File: src/rtl/arbitro_pkg.sv
// Shared definitions for the round-robin arbiter: stall-mode selectors and
// the helper that extracts the destination field from a FIFO word.
package arbitro_pkg;

  localparam int STALL_GLOBAL   = 0;
  localparam int STALL_PER_DEST = 1;

  // Widest word the helper accepts; callers zero-extend into this width.
  localparam int MAX_WORD_SIZE = 64;

  // Destination field sits in the top dest_bits bits of a word_size-bit word.
  function automatic logic [31:0] dest_of(input logic [MAX_WORD_SIZE-1:0] word,
                                          input int word_size,
                                          input int dest_bits);
    logic [MAX_WORD_SIZE-1:0] shifted;
    logic [31:0]              mask;
    shifted = word >> (word_size - dest_bits);
    mask    = (32'd1 << dest_bits) - 32'd1;
    return shifted[31:0] & mask;
  endfunction

endpackage

File: src/rtl/arbitro_rr_pick.sv
// Combinational round-robin priority encoder: the first asserted request at
// or above ptr (wrapping modulo N) wins. N must be a power of two so the
// index addition wraps naturally.
module rr_pick #(
  parameter int N  = 4,
  parameter int PW = (N > 1) ? $clog2(N) : 1
) (
  input  logic [N-1:0]  req,
  input  logic [PW-1:0] ptr,
  output logic [N-1:0]  grant,
  output logic [PW-1:0] grant_idx,
  output logic          any
);

  logic [PW-1:0] idx;

  // Walk the requests starting at ptr and latch onto the first one found.
  always_comb begin
    grant     = '0;
    grant_idx = '0;
    any       = 1'b0;
    idx       = '0;
    for (int k = 0; k < N; k++) begin
      idx = ptr + PW'(k);
      if (!any && req[idx]) begin
        any        = 1'b1;
        grant[idx] = 1'b1;
        grant_idx  = idx;
      end
    end
  end

endmodule

File: src/rtl/arbitro_rr.sv
// Round-robin arbiter moving words from NUM_CHANNELS FWFT input FIFOs to
// NUM_CHANNELS output FIFOs, routed by the destination field in each word.
// Pops are combinational; the push and its data are registered one cycle later.
module arbitro_rr
  import arbitro_pkg::*;
#(
  parameter int NUM_CHANNELS = 4,
  parameter int WORD_SIZE    = 10,
  parameter int DEST_BITS    = $clog2(NUM_CHANNELS),
  parameter int STALL_MODE   = STALL_GLOBAL
) (
  input  logic                              clk,
  input  logic                              reset_L,
  input  logic                              enable,
  input  logic [NUM_CHANNELS-1:0]           fifo_in_empty,
  input  logic [NUM_CHANNELS*WORD_SIZE-1:0] fifo_in_data,
  input  logic [NUM_CHANNELS-1:0]           fifo_out_almost_full,
  output logic [NUM_CHANNELS-1:0]           pop_in,
  output logic [NUM_CHANNELS-1:0]           push_out,
  output logic [WORD_SIZE-1:0]              data_out,
  output logic                              busy
);

  localparam int PW = $clog2(NUM_CHANNELS);

  logic [WORD_SIZE-1:0]    head [NUM_CHANNELS];
  logic [DEST_BITS-1:0]    dest [NUM_CHANNELS];
  logic [NUM_CHANNELS-1:0] eligible;
  logic [NUM_CHANNELS-1:0] req;
  logic [NUM_CHANNELS-1:0] grant;
  logic [NUM_CHANNELS-1:0] push_next;
  logic [PW-1:0]           grant_idx;
  logic [PW-1:0]           rr_ptr;
  logic                    any_grant;

  // Split the head words, find each destination and decide who may request.
  always_comb begin
    eligible = '0;
    req      = '0;
    for (int i = 0; i < NUM_CHANNELS; i++) begin
      head[i] = fifo_in_data[i*WORD_SIZE +: WORD_SIZE];
      dest[i] = DEST_BITS'(dest_of(MAX_WORD_SIZE'(head[i]), WORD_SIZE, DEST_BITS));
      if (STALL_MODE == STALL_PER_DEST) begin
        eligible[i] = ~fifo_out_almost_full[dest[i]];
      end else begin
        eligible[i] = ~|fifo_out_almost_full;
      end
      req[i] = enable & ~fifo_in_empty[i] & eligible[i];
    end
  end

  rr_pick #(
    .N  (NUM_CHANNELS),
    .PW (PW)
  ) u_pick (
    .req       (req),
    .ptr       (rr_ptr),
    .grant     (grant),
    .grant_idx (grant_idx),
    .any       (any_grant)
  );

  // Pops and busy are silenced while reset is held so nothing is consumed.
  always_comb begin
    pop_in = reset_L ? grant : '0;
    busy   = reset_L & ((|req) | (|push_out));
  end

  // One-hot push target for the word currently being granted.
  always_comb begin
    push_next                  = '0;
    push_next[dest[grant_idx]] = 1'b1;
  end

  // Advance the rotation pointer past the winner; hold it when idle.
  always_ff @(posedge clk or negedge reset_L) begin
    if (!reset_L) begin
      rr_ptr <= '0;
    end else if (any_grant) begin
      rr_ptr <= grant_idx + PW'(1);
    end
  end

  // Register the popped word and its push strobe; data holds between grants.
  always_ff @(posedge clk or negedge reset_L) begin
    if (!reset_L) begin
      push_out <= '0;
      data_out <= '0;
    end else if (any_grant) begin
      push_out <= push_next;
      data_out <= head[grant_idx];
    end else begin
      push_out <= '0;
    end
  end

endmodule

File: config.mk
export PLATFORM = sky130hd
export DESIGN_NAME = arbitro_rr
export DESIGN_NICKNAME = d
export VERILOG_FILES = /design/src/rtl/arbitro_pkg.sv /design/src/rtl/arbitro_rr_pick.sv /design/src/rtl/arbitro_rr.sv
export SDC_FILE = /design/constraint.sdc
export NUM_CORES = 1
export LEC_CHECK = 0
export ABC_AREA = 1
export BUFFER_PORTS_ARGS = -buffer_cell sky130_fd_sc_hd__buf_2
export CORE_MARGIN = 2
export CORE_UTILIZATION = 45
export CTS_CLUSTER_DIAMETER = 100
export DETAILED_ROUTE_END_ITERATION = 12
export GPL_ROUTABILITY_DRIVEN = 1
export MAX_ROUTING_LAYER = met4
export PLACE_DENSITY = 0.78
export SLEW_MARGIN = 20
export SYNTH_ARGS = -nofsm -noshare
export SYNTH_HDL_FRONTEND = slang
export SYNTH_HIERARCHICAL = 1
export SYNTH_SLANG_ARGS = --single-unit
File: constraint.sdc
create_clock -name clk -period 3.5 [get_ports clk]
set_clock_uncertainty 0.15 [all_clocks]
set_input_delay 0 -clock clk [delete_from_list [all_inputs] [get_ports clk]]
set_output_delay 0 -clock clk [all_outputs]
set_load 0.02 [all_outputs]
# Word-level counts from Yosys, hierarchy flattened
# Index checks and enable logic that the tools add are counted.
word_totals:
  reg_bits: 16
  inputBits: 51
  out_inout_bits: 19
  wordCells: 89
classes:
  add_sub_neg: 4
  n_lt_le_gt_ge: 11
  reduce_logical: 15
  muxes: 38
  bitwise: 18
op_table:
  columns: ["op", "count"]
  rows:
  - ["2-to-1 mux 4 bit", 6]
  - ["binary-select mux 10 bit (select 2 bit)", 1]
  - ["2-to-1 mux 10 bit", 2]
  - ["less-than comparator 2 x 3 -> 1 bit, second input constant", 5]
  - ["2-to-1 mux 1 bit", 13]
  - ["2-to-1 mux 2 bit", 6]
  - ["OR 4 bit", 3]
  - ["OR reduction 4 bit", 3]
  - ["demux 1 bit (select 2 bit)", 5]
  - ["greater-or-equal comparator 2 x 1 -> 1 bit, second input constant", 5]
  - ["bitwise AND 1 bit", 9]
  - ["binary-select mux 1 bit (select 2 bit)", 4]
  - ["logical AND 1 bit", 8]
  - ["adder 2 x 1 -> 2 bit, second input constant", 2]
  - ["adder 2 bit, second input constant", 2]
  - ["binary-select mux 2 bit (select 2 bit)", 1]
  - ["zero test 1 bit", 4]
  - ["NOT 1 bit", 4]
  - ["greater-or-equal comparator 3 bit, second input constant", 1]
  - ["NOT 2 -> 3 bit", 1]
  - ["OR 1 bit", 1]

# Logic depth before layout (Yosys ltp)
depth:
  depth_word: 24
  depth_mapped: 19
  ltp_nobuf: 18

# By module
# Netlist, hierarchy kept.
modules_own_cells:
  columns: ["module", "instances", "area_each_um2", "seq_area_each_um2", "cells_each"]
  rows:
  - ["arbitro_rr", 1, 1049.8, 400.4, 160]
  - ["rr_pick", 1, 440.4, 0.0, 74]

# Least setup slack after synthesis
# Ideal clock, no wire load.
synth_path:
  path_kind: "register to register"
  start: "register rr_ptr[0]"
  end: "register data_out[6]"
  path_stages_with_launch: 15
  arrival_ns: 2.221
  synth_period_minus_slack_ns: 2.493
  setup_time_ns: 0.122
  required_ns: 3.228
  path_slack_ns: 1.007
  path_cell_list: "dfrtp_1 > inv_2 > ha_1 > inv_1 > nand3_1 > nand2_1 > nor2_1 > a21oi_1 > nand3_1 > inv_2 > buf_6 > nor2_2 > nor2_1 > nor2_1 > a21oi_1"
synth_between:
  elab_chain_cells: 16
  word_cells_on_any_way: 29
  classes_between: "add/sub (3); mux (19); bitwise (1); reduce/logical (6)"
synth_lines:
  columns: ["element", "line", "rtl"]
  rows:
  - ["from (decl)", "arbitro_rr.sv:33", "logic [PW-1:0] rr_ptr;"]
  - ["from (signal assigned)", "arbitro_rr.sv:80", "rr_ptr <= grant_idx + PW'(1);"]
  - ["branches (longest 11 deep; another with adder 2 x 1 -> 2 bit)", null, null]
  - ["2-to-1 mux 2 bit (*)", "arbitro_rr_pick.sv:25", "if (!any && req[idx]) begin"]
  - ["net grant_idx[0]", "arbitro_rr.sv:32", "logic [PW-1:0] grant_idx;"]
  - ["NOT 2 -> 3 bit (not written as such) (*)", "arbitro_rr.sv:91", "data_out <= head[grant_idx];"]
  - ["binary-select mux 10 bit (select 2 bit) (*)", "arbitro_rr.sv:91", null]
  - ["2-to-1 mux 10 bit (not written as such) (*) (2 in a row)", "arbitro_rr.sv:91", null]
  - ["to (signal assigned)", "arbitro_rr.sv:91", null]
  - ["to (decl)", "arbitro_rr.sv:20", "output logic [WORD_SIZE-1:0] data_out,"]
# Mark *: on every way through the listed nets, which the timed path passes. The select of a mux whose other input is x is not followed.
# A chain may end at the register's enable or synchronous reset.

# Worst setup path after layout
layout_path:
  start: "register rr_ptr[0]"
  end: "register data_out[1]"
# The elaborated chain is that of the path after synthesis.

==> impl_metrics.py <==
metrics = {
    "status": {
        "run_status": "finished with violations",
        "failed_checks": "hold timing",
    },
    "logic_synthesis": {
        "synth_cells": 234,
        "yosys-top-cells-area": "sky130_fd_sc_hd__dfrtp_1, sky130_fd_sc_hd__nor2_1, sky130_fd_sc_hd__nand2_1, sky130_fd_sc_hd__o21ai_1, sky130_fd_sc_hd__a21oi_1",
        "synth.yosys.warnings": 6,
        "yosys_register_bits": 16,
        "postSynthAreaPerCell_um2": 6.37,
        "ys_seq_area_share_pct": 26.9,
        "netlist.top_cell.by_area": "sky130_fd_sc_hd__dfrtp_1",
        "netlist.area_leader.share_pct": 26.9,
        "synth.lib_cells_used.distinct": 23,
        "syn-num-nets": 290,
        "syn_area_mm2": 0.00149,
    },
    "die": {
        "die_area_mm2": 0.00379,
        "die_width_um": 61.5,
        "initial_utilization_pct": 48.0,
        "die_height_um": 61.5,
        "core_mm2": 0.00310,
        "boundaryPins": 70,
        "placementRows": 20,
    },
    "worst_setup_path": {
        "regToRegSetupSlack_ns": 0.47,
        "timing.critical_path.fanout_max": 13,
        "path_class": "register to register",
        "crit_path_cell_trace": "inv_2 > ha_1 > inv_1 > nand3_1 > nand2_1 > nor2_1 > a21oi_1 > nand3_1 > buf_4 > o21ai_1 > nor2_1 > nor2_1 > a21oi_1",
        "endpoint_kind": "register",
        "path_delay_family": "simple AND/OR/NAND/NOR gates",
        "worst_r2r_endpoint": "data_out[1]",
        "sort_of_element_at_the_start_of_the_critical_path": "register",
        "timing.rr.start": "rr_ptr[0]",
        "worst-endpoint-arrival_ns": 3.11,
        "critical-path-slowest-cell": "sky130_fd_sc_hd__dfrtp_1",
        "reg2reg_depth": 13,
        "critPathMaxStageDelay_ns": 0.54,
        "timing.critical_path.buf_inv": 3,
        "critical-path-top-cell-by-count": "sky130_fd_sc_hd__nor2_1",
        "timing.critical_path.required_ns": 3.57,
    },
    "placed_design": {
        "io_buf_count": 69,
        "dpl.cell_count": 342,
        "gp_congestion": 0.878,
        "place.detailed.hpwl_mm": 2.89,
        "detailed_place.area_mm2": 0.00184,
    },
    "power": {
        "power.share.switching_pct": 58.2,
        "cell_internal_pwr_mw": 0.985,
        "power_density_mw_per_mm2": 1050,
        "p_clk_share_pct": 4.1,
        "static_leakage_nw": 1.21,
        "irDropWorstVdd_mv": 0.589,
        "seqPwrFrac_pct": 15.1,
        "net-switching-power_mw": 1.37,
        "comb_power_share_pct": 80.8,
    },
    "sta": {
        "hold_viol": 1,
        "timing.final.crit_period_ns": 3.03,
        "fin_worst_hold_slack_ns": -0.0103,
        "timing_max_transition_violations_final": 0,
        "transition_time_of_the_tightest_slew_check_pin_ns": 0.443,
        "final.setup.tns_ns": 0,
        "fmax_mhz": 330,
        "setup_repair_after_global_routing_missed_its_margin": "false",
        "setup_viol": 0,
        "period_share_pct": 86.7,
        "slew_headroom_pct": 70.5,
    },
    "routing": {
        "wl_per_cell_um": 13.1,
        "detailroute.via_count": 1899,
        "drt-total-wl_mm": 5.03,
        "drt-vias-per-instance": 4.95,
        "drc_errors": 0,
        "drt_iter0_markers": 245,
        "number_of_antenna_violating_nets_in_the_routed_design": 0,
        "first_pass_iters": 4,
    },
    "clock_network": {
        "cts_max_path_buffers": 2,
        "cts.sink_count": 16,
        "cts_post_setup_buffers_inserted": 0,
        "clock_tree.root_cell": "sky130_fd_sc_hd__clkbuf_4",
        "clk_pin_slew_worst_paths_ns": 0.10,
        "cts.htree.levels": 1,
        "clock_insertion_delay_worst_skew_ns": 0.29,
        "cts_tree": "done",
        "numCtsBuffers": 3,
    },
    "min_path": {
        "hold_path_depth": 5,
        "hold_end": "data_out[5]",
        "worstHoldPathType": "primary input to register",
        "min_from": "fifo_in_data[5]",
    },
    "grt": {
        "grt_pass1_vias": 1733,
        "grt_antenna_before_repair": 0,
        "gr-usage-all-layers_pct": 28.6,
        "largest_net_degree_at_the_start_of_global_routing": 22,
        "grt_first_pass_wirelength_mm": 7.73,
        "global_route.overflow_total": 0,
    },
    "layout": {
        "finalNonFillerCells": 384,
        "final_cell_mix": "sky130_fd_sc_hd__buf_2, sky130_fd_sc_hd__nor2_1, sky130_fd_sc_hd__dlygate4sd3_1",
        "final_design_area_no_fill_mm2": 0.00225,
        "final_net_count": 397,
        "finish.utilization_pct": 72.6,
        "final_common_cell": "sky130_fd_sc_hd__buf_2",
        "layout-drive-gt1-share_pct": 28.0,
        "area_delta_synth_final_pct": 51.1,
    },
    "job": {
        "max_cap_check_violation_count": 0,
    },
}
==> cell families after synthesis <==
family | count (synthesis) | share of synthesized area [%]
and+or+nand+nor | 140 | 43.3
AOI/OAI and AO/OA | 41 | 14.4
buffers and inverters | 31 | 10.6
DFF | 16 | 26.9
adders and majority gates | 5 | 4.20
xor gates and xnor gates | 1 | 0.588
==> cell usage after synthesis, drive strengths merged <==
| library cell | instances |
|---|---|
| a21boi | 4 |
| a21oi | 17 |
| or2 | 1 |
| inv | 23 |
| and2 | 1 |
| nor2 | 66 |
| buf | 8 |
| o21ai | 20 |
| nand2 | 43 |
| nand3 | 22 |
| ha | 5 |
| xnor2 | 1 |
| dfrtp | 16 |
| nand4 | 7 |
==> stage by stage <==
| stage | setup slack [ns] | total power, mW |
|---|---|---|
| floorplan | 1.01 | 1.87 |
| global placement | 0.447 | 2.14 |
| detailed placement | 0.313 | 2.17 |
| CTS | 0.290 | 2.30 |
| global route | 0.212 | 2.59 |
| finish | 0.465 | 2.36 |
==> state kept, by name, indices dropped and copies added (netlist names) <==
name and flops:
rr_ptr 2, push_out 4, data_out 10
==> repair_timing <==
item | CTS | global route
hold endpoints to repair | 30 | 0
hold buffers | 38 | 0
endpoints found under the setup margin | 0 | 9
gates resized for setup | 0 | 1
==> power groups by stage <==
stage | clock [mW] | sequential, mW | combinational, mW
6_report | 0.0975 | 0.356 | 1.90
5_1_grt | 0.104 | 0.367 | 2.12
4_1_cts | 0.0987 | 0.355 | 1.84
3_5_place_dp | 0 | 0.358 | 1.81
3_3_place_gp | 0 | 0.356 | 1.78
2_1_floorplan | 0 | 0.438 | 1.43
==> routing by layer <==
layer	up-vias	wire, µm	GRT usage [%]	share of wire [%]
met5	-	0	-	0
met4	0	182	15.8	3.6
met3	17	235	4.20	4.7
met2	84	2720	47.7	54
met1	834	1900	32.8	38
li1	964	-	-	-
==> how the worst max path moves through the flow <==
| stage | from | end | slack (ns) | cells after the start |
|---|---|---|---|---|
| detailed placement | rr_ptr[0] | push_out[0] | 0.31 | 14 |
| global placement | rr_ptr[0] | push_out[3] | 0.45 | 13 |
| floorplan | rr_ptr[0] | data_out[6] | 1.01 | 14 |
| CTS | rr_ptr[0] | push_out[0] | 0.29 | 14 |
| finish | rr_ptr[0] | data_out[1] | 0.47 | 13 |
| global route | rr_ptr[0] | push_out[0] | 0.21 | 14 |
==> worst reg2reg max path: stages, from the launching register on <==
cell                      delay (ns)
sky130_fd_sc_hd__dfrtp_1        0.54
sky130_fd_sc_hd__inv_2          0.18
sky130_fd_sc_hd__ha_1           0.39
sky130_fd_sc_hd__inv_1          0.10
sky130_fd_sc_hd__nand3_1        0.09
sky130_fd_sc_hd__nand2_1        0.05
sky130_fd_sc_hd__nor2_1         0.32
sky130_fd_sc_hd__a21oi_1        0.12
sky130_fd_sc_hd__nand3_1        0.35
sky130_fd_sc_hd__buf_4          0.27
sky130_fd_sc_hd__o21ai_1        0.10
sky130_fd_sc_hd__nor2_1         0.10
sky130_fd_sc_hd__nor2_1         0.05
sky130_fd_sc_hd__a21oi_1        0.15
==> layout make-up <==
class / count / area (µm²)
Timing Repair Buffer: 110 / 748
Fill cell: 245 / 851
Sequential cell: 16 / 400
Antenna cell: 1 / 2.50
Clock buffer: 3 / 22.5
Multi-Input combinational cell: 187 / 937
Tap cell: 44 / 55.1
Inverter: 23 / 86.3
(Power assumes the default switching activity.)
